**config.mk**
```make
export PLATFORM = sky130hd
export DESIGN_NAME = dmem_arbiter
export DESIGN_NICKNAME = d
export VERILOG_FILES = /design/src/rtl/dmem_arbiter.sv
export SDC_FILE = /design/constraint.sdc
export NUM_CORES = 1
export LEC_CHECK = 0
export BUFFER_PORTS_ARGS = -buffer_cell sky130_fd_sc_hd__buf_2
export CAP_MARGIN = 20
export CORE_AREA = 5 5 90 92
export DETAILED_ROUTE_END_ITERATION = 10
export DIE_AREA = 0 0 95 97
export GPL_TIMING_DRIVEN = 0
export MAX_ROUTING_LAYER = met4
export PLACE_DENSITY = 0.74
export SETUP_SLACK_MARGIN = 0.5
export SLEW_MARGIN = 15
export SYNTH_ARGS = -nofsm -noshare
export SYNTH_HDL_FRONTEND = slang
export SYNTH_SLANG_ARGS = --single-unit
```
**constraint.sdc**
```tcl
create_clock -name clk -period 2.8 [get_ports clk]
set_clock_uncertainty 0.15 [all_clocks]
set_input_delay 0.7 -clock clk [delete_from_list [all_inputs] [get_ports clk]]
set_output_delay 0.7 -clock clk [all_outputs]
set_load 0.1 [all_outputs]
```
**src/rtl/dmem_arbiter.sv**
```systemverilog
// Shares the single data-memory port between the CPU load/store path and the
// loader/debug port: round-robin under contention, loader lock, 1-cycle read tag.
module dmem_arbiter #(
   parameter int AW = 5,
   parameter int DW = 32,
   parameter int CW = 16
) (
   input  logic          clk,
   input  logic          rst_n,
   input  logic          cpu_req,
   input  logic          cpu_we,
   input  logic [AW-1:0] cpu_addr,
   input  logic [DW-1:0] cpu_wdata,
   output logic          cpu_gnt,
   output logic          cpu_rvalid,
   output logic [DW-1:0] cpu_rdata,
   output logic          cpu_stall,
   input  logic          ldr_req,
   input  logic          ldr_we,
   input  logic [AW-1:0] ldr_addr,
   input  logic [DW-1:0] ldr_wdata,
   input  logic          ldr_lock,
   output logic          ldr_gnt,
   output logic          ldr_rvalid,
   output logic [DW-1:0] ldr_rdata,
   output logic          mem_en,
   output logic          mem_we,
   output logic [AW-1:0] mem_addr,
   output logic [DW-1:0] mem_wdata,
   input  logic [DW-1:0] mem_rdata,
   output logic [CW-1:0] conflict_cnt
);

   localparam logic ST_ARB    = 1'b0;
   localparam logic ST_LOCKED = 1'b1;
   localparam logic PORT_CPU  = 1'b0;
   localparam logic PORT_LDR  = 1'b1;

   logic          state_q, state_d;
   logic          last_q, last_d;
   logic          tag_vld_q, tag_vld_d;
   logic          tag_port_q, tag_port_d;
   logic [CW-1:0] cnt_q, cnt_d;

   logic          cpu_sel, ldr_sel;
   logic          conflict;

   // NOTE: every signal assigned in an always_comb gets a default first, so no path can infer a latch.
   always_comb begin
      cpu_sel = 1'b0;
      ldr_sel = 1'b0;
      state_d = state_q;
      last_d  = last_q;
      case (state_q)
         ST_ARB: begin
            if (ldr_req && ldr_lock) begin
               ldr_sel = 1'b1;
               state_d = ST_LOCKED;
            end else if (cpu_req && ldr_req) begin
               cpu_sel = (last_q == PORT_LDR);
               ldr_sel = (last_q == PORT_CPU);
            end else begin
               cpu_sel = cpu_req;
               ldr_sel = ldr_req;
            end
         end
         ST_LOCKED: begin
            ldr_sel = ldr_req;
            if (!ldr_lock) begin
               state_d = ST_ARB;
            end
         end
         default: state_d = ST_ARB;
      endcase
      if (cpu_sel) last_d = PORT_CPU;
      if (ldr_sel) last_d = PORT_LDR;
      // Leaving a lock always hands the next conflict to the CPU.
      if (state_q == ST_LOCKED && !ldr_lock) last_d = PORT_LDR;
   end

   assign cpu_gnt   = cpu_sel & rst_n;
   assign ldr_gnt   = ldr_sel & rst_n;
   assign mem_en    = cpu_gnt | ldr_gnt;
   assign cpu_stall = cpu_req & ~cpu_gnt & rst_n;

   always_comb begin
      mem_we    = 1'b0;
      mem_addr  = '0;
      mem_wdata = '0;
      if (ldr_gnt) begin
         mem_we    = ldr_we;
         mem_addr  = ldr_addr;
         mem_wdata = ldr_wdata;
      end else if (cpu_gnt) begin
         mem_we    = cpu_we;
         mem_addr  = cpu_addr;
         mem_wdata = cpu_wdata;
      end
   end

   assign tag_vld_d  = mem_en & ~mem_we;
   assign tag_port_d = ldr_gnt ? PORT_LDR : PORT_CPU;

   assign conflict = (cpu_req & ~cpu_gnt & ldr_gnt) | (ldr_req & ~ldr_gnt & cpu_gnt);
   assign cnt_d    = (conflict && (cnt_q != {CW{1'b1}})) ? cnt_q + CW'(1) : cnt_q;

   // NOTE: sequential state uses non-blocking assignments so all registers update from pre-edge values.
   always_ff @(posedge clk) begin
      if (!rst_n) begin
         state_q    <= ST_ARB;
         last_q     <= PORT_LDR;
         tag_vld_q  <= 1'b0;
         tag_port_q <= PORT_CPU;
         cnt_q      <= '0;
      end else begin
         state_q    <= state_d;
         last_q     <= last_d;
         tag_vld_q  <= tag_vld_d;
         tag_port_q <= tag_port_d;
         cnt_q      <= cnt_d;
      end
   end

   // Qualifiers are masked during reset so a read in flight is dropped immediately.
   assign cpu_rvalid   = rst_n & tag_vld_q & (tag_port_q == PORT_CPU);
   assign ldr_rvalid   = rst_n & tag_vld_q & (tag_port_q == PORT_LDR);
   assign cpu_rdata    = mem_rdata;
   assign ldr_rdata    = mem_rdata;
   assign conflict_cnt = rst_n ? cnt_q : '0;

endmodule

```
==> results by group, run 1 <==
Outcome
  – Status: completed

Synth
  – Simple-gate share of the synthesized area: 0.188
  – Top cell type's share of synthesized area: 0.248
  – Distinct cells, synth: 36
  – Seq/Total Area, Yosys: 0.203
  – Mapped Cells: 244
  – FF+latch count, synth: 20
  – Synth Net Count: 358
  – Synth Area in Compound Gates: 0.264
  – Mapped cell area: 1970 µm²
  – Largest family of logic cells by synthesized area: buffers and inverters
  – Top cells by area, synth: buf_4 (25%), dfxtp_1 (20%), a22o_1 (17%), and2_1 (4.5%), mux2_1 (2.9%)
  – Post-synthesis adder-cell area fraction: 0.00636
  – Synth warn: 0
  – Synth Area in XOR/XNOR: 0
  – Mean Syn Cell Area: 8.07 µm²
  – Area leader, netlist: buf_4
  – Post-synthesis mux area share: 0.0496

Die
  – Die Ht: 97 µm
  – Row count: 31
  – Die width: 95 µm
  – # IOs: 237
  – Starting Density: 0.276
  – Die Footprint: 9220 µm²
  – Placeable Area: 7140 µm²

Timing
  – Max Slew Vio Count: 0
  – Worst Hold Slack: 340 ps
  – Worst-margin pin slew: 651 ps
  – Max Fclk: 0.363 GHz
  – Final hold violations: 0
  – RSZ-0062 raised after global routing: yes
  – Slew margin rel.: 0.565
  – Fin crit share: 0.984
  – Final min period: 2760 ps
  – Final WS setup: 43.8 ps
  – Final Setup Violations: 0

Clocking
  – Num CTS Buffers: 3
  – Hold_buf cts: 0
  – Clock Sinks: 20
  – H-tree depth: 1
  – Insertion delay to the later sink of the worst-skew pair: 260 ps
  – TritonCTS clock tree: built
  – Root buffer selected by CTS: clkbuf_8
  – Clock slew at reported path FFs: 70 ps
  – Clock buffer depth: 2

Hold path
  – Worst hold start: cnt_q[12]
  – Worst hold path class: flip-flop to flip-flop

Power
  – Leak: 2.43 nW
  – VDD IR-drop max: 0.239 mV
  – Power Total: 1.81 mW
  – P per Cell Area: 374 nW/µm²

Placed design
  – I/O Buffers: 204
  – Post-DP Area: 3590 µm²
  – Worst slack, placed: -405 ps
  – Final RePlAce weighted congestion: 0.815
  – Inst Count DP: 547
  – DPL Wire Length: 7930 µm

Routing
  – Detail-routed via count per cell: 4.76
  – Antenna viol nets, final: 0
  – Drt wl/cell: 19.6 µm
  – Initial DRC count: 75
  – WL final: 11,200 µm
  – Vias: 2,714
  – DRC: 0
  – TritonRoute pass-1 iters: 4

Finish
  – Layout fillers: 547
  – Post-route insts no fill: 570
  – Reg area: 400 µm²
  – Final instance area: 4830 µm²
  – Layout cells sized above 1: 0.791
  – Nets: 586
  – Area delta synth->final: 146%
  – Multi-input logic area: 1420 µm²

Worst setup path
  – Data required, critical path: 1950 ps
  – CP endpoint kind: primary output
  – CP Launch Type: input pin
  – Critical path peak fanout: 10
  – Setup CP Type: input pin to primary output
  – Setup crit start: ldr_lock
  – RR Startpoint: cnt_q[0]
  – Crit path DAT: 1910 ps

GRT
  – Grt total ovfl: 0
  – First-pass GRT wire length: 16,000 µm
  – Initial antenna violation count: 1
  – Number of global-route vias before repair: 2,805
  – Gr usage total: 0.229
  – Largest net degree at the start of global routing: 11

Run
  – Max_cap viols: 0
==> sequential cells by signal, summed over array words and instances, names as in the netlist <==
register	count
cnt_q	16
state_q	1
tag_vld_q	1
last_q	1
tag_port_q	1
==> per-layer routing <==
metal | global-route usage | up-vias | routed length, µm | share of wire
li1 | - | 1271 | - | -
met1 | 0.227 | 1263 | 3700 | 0.33
met2 | 0.429 | 145 | 6050 | 0.54
met3 | 0.0434 | 35 | 942 | 0.084
met4 | 0.0910 | 0 | 459 | 0.041
met5 | - | - | 0 | 0
==> path summary, 6_finish.rpt <==
check,to,slack [ps],cells after the start
hold reg to reg,cnt_q[12],340,1
setup / recovery,mem_wdata[9],40,7
setup reg to reg,cnt_q[9],730,5
hold / removal,cnt_q[12],340,1
==> worst max-delay path, cell delays in order <==
cell	delay (ps)
buf_8	100
nand4bb_4	190
and3_4	190
buf_12	150
buf_12	150
a22o_4	260
buf_12	160
==> final cells by class <==
class / instances / share of cell area
clock buffer: 3 / 0.00854
inverter: 6 / 0.00699
buffer: 78 / 0.142
tap: 99 / 0.0256
antenna: 1 / 0.000518
timing repair buffer: 223 / 0.441
multi-input combinational: 140 / 0.293
sequential: 20 / 0.0828
==> cells in the mapped netlist (all sizes together) <==
master / n
o21ai: 5
a21oi: 9
nand4bb: 1
a31oi: 1
inv: 6
nor3: 1
mux2i: 3
nand2: 11
clkbuf: 6
dfxtp: 20
a211oi: 3
a2bb2oi: 1
and4: 1
nand2b: 2
o211a: 1
mux2: 6
a22o: 38
buf: 72
and3: 6
or2: 2
nor2: 10
o41ai: 3
a21boi: 1
or4: 1
nand4: 6
nand3: 5
or3: 1
and2: 14
ha: 1
nor2b: 3
o31ai: 4
==> repair_timing <==
action                     4_1_cts  5_1_grt
setup endpoints to repair       60       60
setup buffers                    9        6
resized for setup              235       26
pin swaps                       14       10
cloned                           3        1
==> logic make-up (layout without fill, tap and decap cells) <==
group,after synthesis,after routing
simple gates,64,64
buf+inv,84,310
other cells,0,1
fa+ha+maj,1,1
compound gates,66,66
mux,9,9
flops,20,20
==> report_power, final <==
group / internal, mW / switching, mW
logic: 0.442 / 0.883
clock network: 0.0959 / 0.0924
registers: 0.290 / 0.00661
==> through the flow <==
step	setup TNS, ps	util
3_5_place_dp	-11160	0.503
3_3_place_gp	-11400	0.503
4_1_cts	0	0.654
5_1_grt	0	0.677
2_1_floorplan	0	-
6_report	0	0.677
==> placed cells by master, fill, tap and decap left out, types with 2 or more instances in the layout <==
master and count:
buf_6 7, nor2_1 7, nand4_1 4, buf_12 53
nor2b_1 3, clkbuf_16 3, and3_1 4, nand2_2 4
a211oi_1 2, o21ai_0 5, buf_2 143, a21oi_1 9
mux2i_1 3, clkinvlp_4 3, buf_4 74, nor2_4 3
and2_2 10, clkbuf_8 4, buf_8 14, inv_1 3
mux2_1 5, dfxtp_1 20, o41ai_1 3, buf_16 3
a22o_4 38, nand2_1 7, and2_1 4, clkbuf_4 3
nand3_1 5, o31ai_1 4
Power figures use the tool's default switching activity.
==> inputs of run 2 (changes only) <==
ABC_AREA = 1   (was not set)
CORE_AREA = 5 5 89 91   (was 5 5 90 92)
DIE_AREA = 0 0 94 96   (was 0 0 95 97)
PLACE_DENSITY = 0.82   (was 0.74)
==> results by group, run 2 <==
Outcome
  – Status: completed (unchanged)

GRT
  – Number of global-route vias before repair: 3,689 (was 2,805)
  – Initial antenna violation count: 1 (unchanged)
  – First-pass GRT wire length: 20,400 µm (was 16,000 µm)
  – Largest net degree at the start of global routing: 12 (was 11)
  – Gr usage total: 0.303 (was 0.229)
  – Grt total ovfl: 0 (unchanged)

Synth
  – Mean Syn Cell Area: 7.07 µm² (was 8.07 µm²)
  – Synth warn: 0 (unchanged)
  – Async SR Flop Fraction: 0 (unchanged)
  – FF+latch count, synth: 20 (unchanged)
  – Most common cell in the synthesized netlist: nand2_1 (was buf_4)
  – Most frequent cells after synthesis: nand2_1 (66), buf_4 (65), a22o_1 (38), inv_1 (33), dfxtp_1 (20) (was buf_4 (65), a22o_1 (38), dfxtp_1 (20), and2_1 (14), nand2_1 (11))
  – Top_reg_cell synth: dfxtp_1 (unchanged)
  – Mapped cell area: 2350 µm² (was 1970 µm²)
  – Mapped Cells: 332 (was 244)
  – Top cells by area, synth: buf_4 (21%), dfxtp_1 (17%), a22o_1 (14%), nand2_1 (11%), inv_1 (5.3%) (was buf_4 (25%), dfxtp_1 (20%), a22o_1 (17%), and2_1 (4.5%), mux2_1 (2.9%))
  – Top cell type's share of synthesized area: 0.208 (was 0.248)
  – Distinct cells, synth: 30 (was 36)
  – Area leader, netlist: buf_4 (unchanged)
  – Synth Net Count: 446 (was 358)
  – Seq/Total Area, Yosys: 0.171 (was 0.203)
  – EDFF count, synth: 0 (unchanged)

Clocking
  – Insertion delay to the later sink of the worst-skew pair: 280 ps (was 260 ps)
  – Clock slew at reported path FFs: 90 ps (was 70 ps)
  – Num CTS Buffers: 3 (unchanged)
  – Root buffer selected by CTS: clkbuf_8 (unchanged)
  – Clock Sinks: 20 (unchanged)
  – Clock buffer depth: 2 (unchanged)
  – TritonCTS clock tree: built (unchanged)
  – H-tree depth: 1 (unchanged)

Finish
  – Most frequent cells in the layout: buf_2 (140), buf_4 (82), buf_12 (65) (was buf_2 (143), buf_4 (74), buf_12 (53))
  – Layout cells sized above 1: 0.763 (was 0.791)
  – Nets: 693 (was 586)
  – Area delta synth->final: 145% (was 146%)
  – Multi-input logic area: 1790 µm² (was 1420 µm²)
  – Layout fillers: 342 (was 547)
  – Commonest non-fill, non-tap cell in the layout: buf_2 (unchanged)
  – Max reg flops: 16 (unchanged)
  – Biggest register: cnt_q (unchanged)
  – Reg area: 403 µm² (was 400 µm²)

Die
  – Die width: 94 µm (was 95 µm)
  – Row count: 31 (unchanged)
  – Placeable Area: 7060 µm² (was 7140 µm²)
  – Die Footprint: 9020 µm² (was 9220 µm²)
  – # IOs: 237 (unchanged)
  – Die Ht: 96 µm (was 97 µm)
  – Starting Density: 0.332 (was 0.276)

Routing
  – Met3 WL: 2110 µm (was 942 µm)
  – Post-Route M1 WL: 5310 µm (was 3700 µm)
  – Initial DRC count: 572 (was 75)
  – Antenna viol nets, final: 0 (unchanged)
  – DRC: 0 (unchanged)
  – Vias: 3,863 (was 2,714)
  – WL final: 17,300 µm (was 11,200 µm)
  – Drt wl/cell: 25.5 µm (was 19.6 µm)
  – Detail-routed via count per cell: 5.70 (was 4.76)
  – TritonRoute pass-1 iters: 7 (was 4)
  – Max Used Layer: met4 (unchanged)
  – Routed wl met2: 8190 µm (was 6050 µm)

Worst setup path
  – CP Launch Type: input pin (unchanged)
  – Crit path DAT: 1930 ps (was 1910 ps)
  – R2R Setup Slk: 600 ps (was 730 ps)
  – Critical path peak fanout: 5 (was 10)
  – Worst path most repeated cell: buf_8 (was buf_12)
  – Crit-path max cell delay: 260 ps (about the same)
  – RR Startpoint: cnt_q[0] (unchanged)
  – Worst-path cell chain: buf_8 > nor2_4 > nand2_4 > nand3_4 > inv_4 > buf_8 > clkbuf_16 > a22o_4 > buf_12 (was buf_8 > nand4bb_4 > and3_4 > buf_12 > buf_12 > a22o_4 > buf_12)
  – Setup CP Type: input pin to primary output (unchanged)
  – Worst reg2reg path depth: 8 (was 5)
  – CP max-delay cell: a22o_4 (unchanged)
  – Data required, critical path: 1950 ps (about the same)
  – CP endpoint kind: primary output (unchanged)
  – RR Endpoint: cnt_q[12] (was cnt_q[9])

Power
  – P per Cell Area: 354 nW/µm² (was 374 nW/µm²)
  – Power Total: 2.03 mW (was 1.81 mW)
  – Leak: 2.78 nW (was 2.43 nW)
  – VDD IR-drop max: 0.262 mV (was 0.239 mV)

Hold path
  – Worst hold start: last_q (was cnt_q[12])
  – Worst hold stages: 2 (was 1)
  – Worst hold path class: flip-flop to flip-flop (unchanged)
  – Hold endpoint: last_q (was cnt_q[12])

Timing
  – Final hold violations: 0 (unchanged)
  – Final WS setup: 19.7 ps (was 43.8 ps)
  – Final min period: 2780 ps (was 2760 ps)
  – Setup tns final: 0 ps (unchanged)
  – Slew margin rel.: 0.653 (was 0.565)
  – Worst-margin pin slew: 524 ps (was 651 ps)
  – RSZ-0062 raised after global routing: yes (unchanged)
  – Max Fclk: 0.360 GHz (was 0.363 GHz)
  – Max Slew Vio Count: 0 (unchanged)
  – Final Setup Violations: 0 (unchanged)
  – Fin crit share: 0.993 (was 0.984)

Run
  – Max_cap viols: 0 (unchanged)

Placed design
  – Final RePlAce weighted congestion: 0.888 (was 0.815)
  – I/O Buffers: 204 (unchanged)
  – Worst slack, placed: -282 ps (was -405 ps)
  – DPL Wire Length: 7750 µm (was 7930 µm)
[run 2: changes by cell type after synthesis, moves of 4 or more]
| cell | previous run | this run |
|---|---|---|
| and3_1 | 6 | 0 |
| xor2_1 | 0 | 5 |
| mux2_1 | 5 | 0 |
| nand3_1 | 5 | 12 |
| nand2_1 | 11 | 66 |
| a21oi_2 | 0 | 9 |
| clkbuf_1 | 6 | 2 |
| nand3_2 | 0 | 12 |
| o31ai_1 | 4 | 0 |
| nor2_1 | 10 | 18 |
| inv_1 | 6 | 33 |
| and2_1 | 14 | 0 |
[run 2: through the flow]
| stage | hold slack (ps) | area (µm²) | util | instances |
|---|---|---|---|---|
| 2_1_floorplan | 330 | 2970 | - | 332 |
| 3_3_place_gp | 346 | 4110 | 0.582 | 635 |
| 3_5_place_dp | 361 | 4110 | 0.582 | 635 |
| 4_1_cts | 371 | 5470 | 0.774 | 665 |
| 5_1_grt | 413 | 5750 | 0.815 | 678 |
| 6_report | 415 | 5750 | 0.815 | 678 |
[run 2: final cells by class]
cell class / instances / share of cell area
clock buffers: 4 / 0.00957
flip-flops and latches: 20 / 0.0701
diodes: 1 / 0.000435
multi-input cells: 198 / 0.312
plain buffers: 78 / 0.126
well taps: 99 / 0.0215
repair buffers: 242 / 0.424
inverters: 36 / 0.0370
[run 2: kinds of logic after synthesis]
logic type / share of synthesized area
xor gates and xnor gates: 0.0261
AOI/OAI and AO/OA: 0.215
buffers and inverters: 0.301
adders and majority gates: 0.00533
and+or+nand+nor: 0.282
DFF: 0.171
[run 2: worst max-delay path: cells and delay by family]
kind,cells,cell delay (ps)
buffers and inverters,5,630
and+or+nand+nor,3,320
AOI/OAI and AO/OA,1,260
[run 2: worst max-delay path by stage]
stage                         from       endpoint  slack [ps]  cells after the start
final                     ldr_lock  mem_wdata[14]          20                      9
after global routing      ldr_lock  mem_wdata[14]          30                      9
after detailed placement     rst_n  mem_wdata[12]        -280                      8
after floorplan           ldr_lock  mem_wdata[16]         270                      7
after global placement       rst_n  mem_wdata[18]        -260                      9
after CTS                 ldr_lock   mem_wdata[9]         130                      9
[run 2: metal layers]
| layer | vias up | global-route usage |
|---|---|---|
| met5 | - | - |
| met4 | 0 | 0.205 |
| met3 | 163 | 0.0758 |
| met2 | 445 | 0.536 |
| met1 | 1726 | 0.294 |
| li1 | 1529 | - |
[run 2: power by group]
| part | total [mW] | leakage [nW] | internal (mW) | switching [mW] |
|---|---|---|---|---|
| Clock | 0.239 | 0.0288 | 0.126 | 0.114 |
| Sequential | 0.301 | 0.162 | 0.291 | 0.0102 |
| Combinational | 1.49 | 2.59 | 0.507 | 0.987 |
| Total | 2.03 | 2.78 | 0.924 | 1.11 |
[run 2: what timing repair did]
action,in CTS,in global routing
cloned,6,1
pin swaps,30,15
hold buffers,0,0
endpoints found under the setup margin,60,58
buffers inserted,20,11
resized for setup,263,39
==> inputs of run 3 (changes only) <==
RECOVER_POWER = 50   (was not set)
==> results by group, run 3 (synthesized netlist as in run 2, its figures left out) <==
Power
  – Leak: 2.60 nW (was 2.78 nW)
  – Switching pwr: 1.10 mW (was 1.11 mW)
  – Clock power share: 0.117 (was 0.118)
  – Sequential power share: 0.150 (was 0.148)
  – Int Pwr: 0.907 mW (was 0.924 mW)
  – Combinational power share: 0.733 (was 0.734)
  – Sw Share: 0.549 (was 0.546)
  – VDD IR-drop max: 0.260 mV (was 0.262 mV)
  – Power Total: 2.01 mW (was 2.03 mW)
  – P per Cell Area: 356 nW/µm² (was 354 nW/µm²)

Placed design
  – I/O Buffers: 204 (unchanged)
  – Worst slack, placed: -282 ps (unchanged)
  – Final RePlAce weighted congestion: 0.888 (unchanged)
  – DPL Wire Length: 7750 µm (unchanged)

Finish
  – Commonest non-fill, non-tap cell in the layout: buf_4 (was buf_2)
  – Biggest register: cnt_q (unchanged)
  – Multi-input logic area: 1770 µm² (was 1790 µm²)
  – Reg area: 403 µm² (unchanged)
  – Layout fillers: 372 (was 342)
  – Most frequent cells in the layout: buf_4 (80), buf_2 (78), buf_12 (65) (was buf_2 (140), buf_4 (82), buf_12 (65))
  – Final core utilization: 0.800 (was 0.815)
  – Nets: 693 (unchanged)
  – Max reg flops: 16 (unchanged)
  – Layout cells sized above 1: 0.651 (was 0.763)
  – Area delta synth->final: 141% (was 145%)

Timing
  – Fin crit share: 0.993 (about the same)
  – Final WS setup: 20.6 ps (was 19.7 ps)
  – Max Fclk: 0.360 GHz (about the same)
  – RSZ-0062 raised after global routing: yes (unchanged)
  – Slew margin rel.: 0.180 (was 0.653)
  – Final min period: 2780 ps (about the same)
  – Worst-margin pin slew: 1230 ps (was 524 ps)
  – Worst Hold Slack: 411 ps (was 415 ps)
  – Final Setup Violations: 0 (unchanged)
  – Setup tns final: 0 ps (unchanged)
  – Final hold violations: 0 (unchanged)
  – Max Slew Vio Count: 0 (unchanged)

Worst setup path
  – R2R Setup Slk: 170 ps (was 600 ps)
  – Crit path DAT: 1930 ps (about the same)
  – RR Endpoint: cnt_q[14] (was cnt_q[12])
  – Setup CP Type: input pin to primary output (unchanged)
  – Crit-path max cell delay: 250 ps (was 260 ps)
  – Critical path peak fanout: 5 (unchanged)
  – Worst path most repeated cell: buf_8 (unchanged)
  – RR Startpoint: state_q (was cnt_q[0])
  – Worst reg2reg path depth: 11 (was 8)
  – Worst-path cell chain: buf_8 > nor2_4 > nand2_4 > nand3_4 > inv_4 > buf_8 > clkbuf_16 > a22o_4 > buf_12 (unchanged)
  – Data required, critical path: 1950 ps (about the same)
  – Crit path to: mem_wdata[10] (was mem_wdata[14])
  – CP endpoint kind: primary output (unchanged)
  – CP max-delay cell: a22o_4 (unchanged)
  – CP Launch Type: input pin (unchanged)
  – Setup crit start: ldr_lock (unchanged)

Routing
  – Detail-routed via count per cell: 5.60 (was 5.70)
  – WL final: 16,700 µm (was 17,300 µm)
  – Vias: 3,794 (was 3,863)
  – Drt wl/cell: 24.6 µm (was 25.5 µm)
  – DRC: 0 (unchanged)
  – Antenna viol nets, final: 0 (unchanged)
  – Initial DRC count: 504 (was 572)
  – TritonRoute pass-1 iters: 6 (was 7)

Clocking
  – Clock Sinks: 20 (unchanged)
  – Num CTS Buffers: 3 (unchanged)
  – H-tree depth: 1 (unchanged)
  – Insertion delay to the later sink of the worst-skew pair: 270 ps (was 280 ps)
  – Root buffer selected by CTS: clkbuf_8 (unchanged)
  – Hold_buf cts: 0 (unchanged)
  – Clock slew at reported path FFs: 90 ps (about the same)
  – TritonCTS clock tree: built (unchanged)
  – Clock buffer depth: 2 (unchanged)

GRT
  – Initial antenna violation count: 1 (unchanged)
  – Number of global-route vias before repair: 3,689 (unchanged)
  – Gr usage total: 0.303 (unchanged)
  – First-pass GRT wire length: 20,400 µm (unchanged)
  – Grt total ovfl: 0 (unchanged)
  – Largest net degree at the start of global routing: 12 (unchanged)

Die
  – Die width: 94 µm (unchanged)
  – Die Ht: 96 µm (unchanged)
  – Die Footprint: 9020 µm² (unchanged)
  – Placeable Area: 7060 µm² (unchanged)
  – # IOs: 237 (unchanged)
  – Starting Density: 0.332 (unchanged)
  – Row count: 31 (unchanged)

Hold path
  – Worst hold path class: flip-flop to flip-flop (unchanged)

Outcome
  – Status: completed (unchanged)

Run
  – Max_cap viols: 0 (unchanged)
## run 3: cell types whose count changed in the layout (fill, tap and decap cells not counted)
| cell | previous run | this run |
|---|---|---|
| nand2_4 | 18 | 17 |
| nand3_1 | 12 | 13 |
| buf_2 | 140 | 78 |
| nand3_4 | 2 | 1 |
| buf_4 | 82 | 80 |
| nand2_1 | 48 | 49 |
| clkbuf_4 | 0 | 1 |
| clkbuf_1 | 0 | 63 |
## run 3: routing by layer
metal / vias to the layer above / part of all wire / wire length, µm / global-route usage
li1: 1526 / - / - / -
met1: 1695 / 0.31 / 5220 / 0.294
met2: 425 / 0.49 / 8230 / 0.536
met3: 148 / 0.11 / 1820 / 0.0758
met4: 0 / 0.084 / 1410 / 0.205
met5: - / 0 / 0 / -
## run 3: cell type report
type / count / share of cell area
Antenna cell: 1 / 0.000443
Timing Repair Buffer: 242 / 0.417
Buffer: 78 / 0.128
Sequential cell: 20 / 0.0713
Multi-Input combinational cell: 198 / 0.314
Inverter: 36 / 0.0377
Tap cell: 99 / 0.0219
Clock buffer: 4 / 0.00975
## run 3: power by group through the flow
stage | combinational, mW | sequential, mW | clock [mW]
floorplan | 0.969 | 0.304 | 0
global placement | 1.14 | 0.305 | 0
detailed placement | 1.15 | 0.305 | 0
CTS | 1.40 | 0.299 | 0.224
global route | 1.50 | 0.302 | 0.247
finish | 1.47 | 0.302 | 0.235
## run 3: metrics by stage
stage	area [µm²]	instances
3_3_place_gp	4110	635
4_1_cts	5470	665
2_1_floorplan	2970	332
5_1_grt	5650	678
6_report	5650	678
3_5_place_dp	4110	635
## run 3: how the worst min path moves through the flow
stage	from	endpoint	slack, ps	cells after the start
finish	last_q	last_q	410	2
global route	last_q	last_q	410	2
CTS	last_q	last_q	370	2
detailed placement	last_q	last_q	360	2
global placement	last_q	last_q	350	2
floorplan	cnt_q[15]	cnt_q[15]	330	2
## run 3: repair_timing
item	in CTS	in global routing
gates cloned	6	1
endpoints found under the setup margin	60	58
gates resized for setup	263	39
buffers inserted	20	11
pin swaps	30	15
## run 3: critical path, delay by kind of cell
kind,cells,cell delay [ps]
buffers and inverters,5,640
AOI/OAI and AO/OA,1,250
and+or+nand+nor,3,320
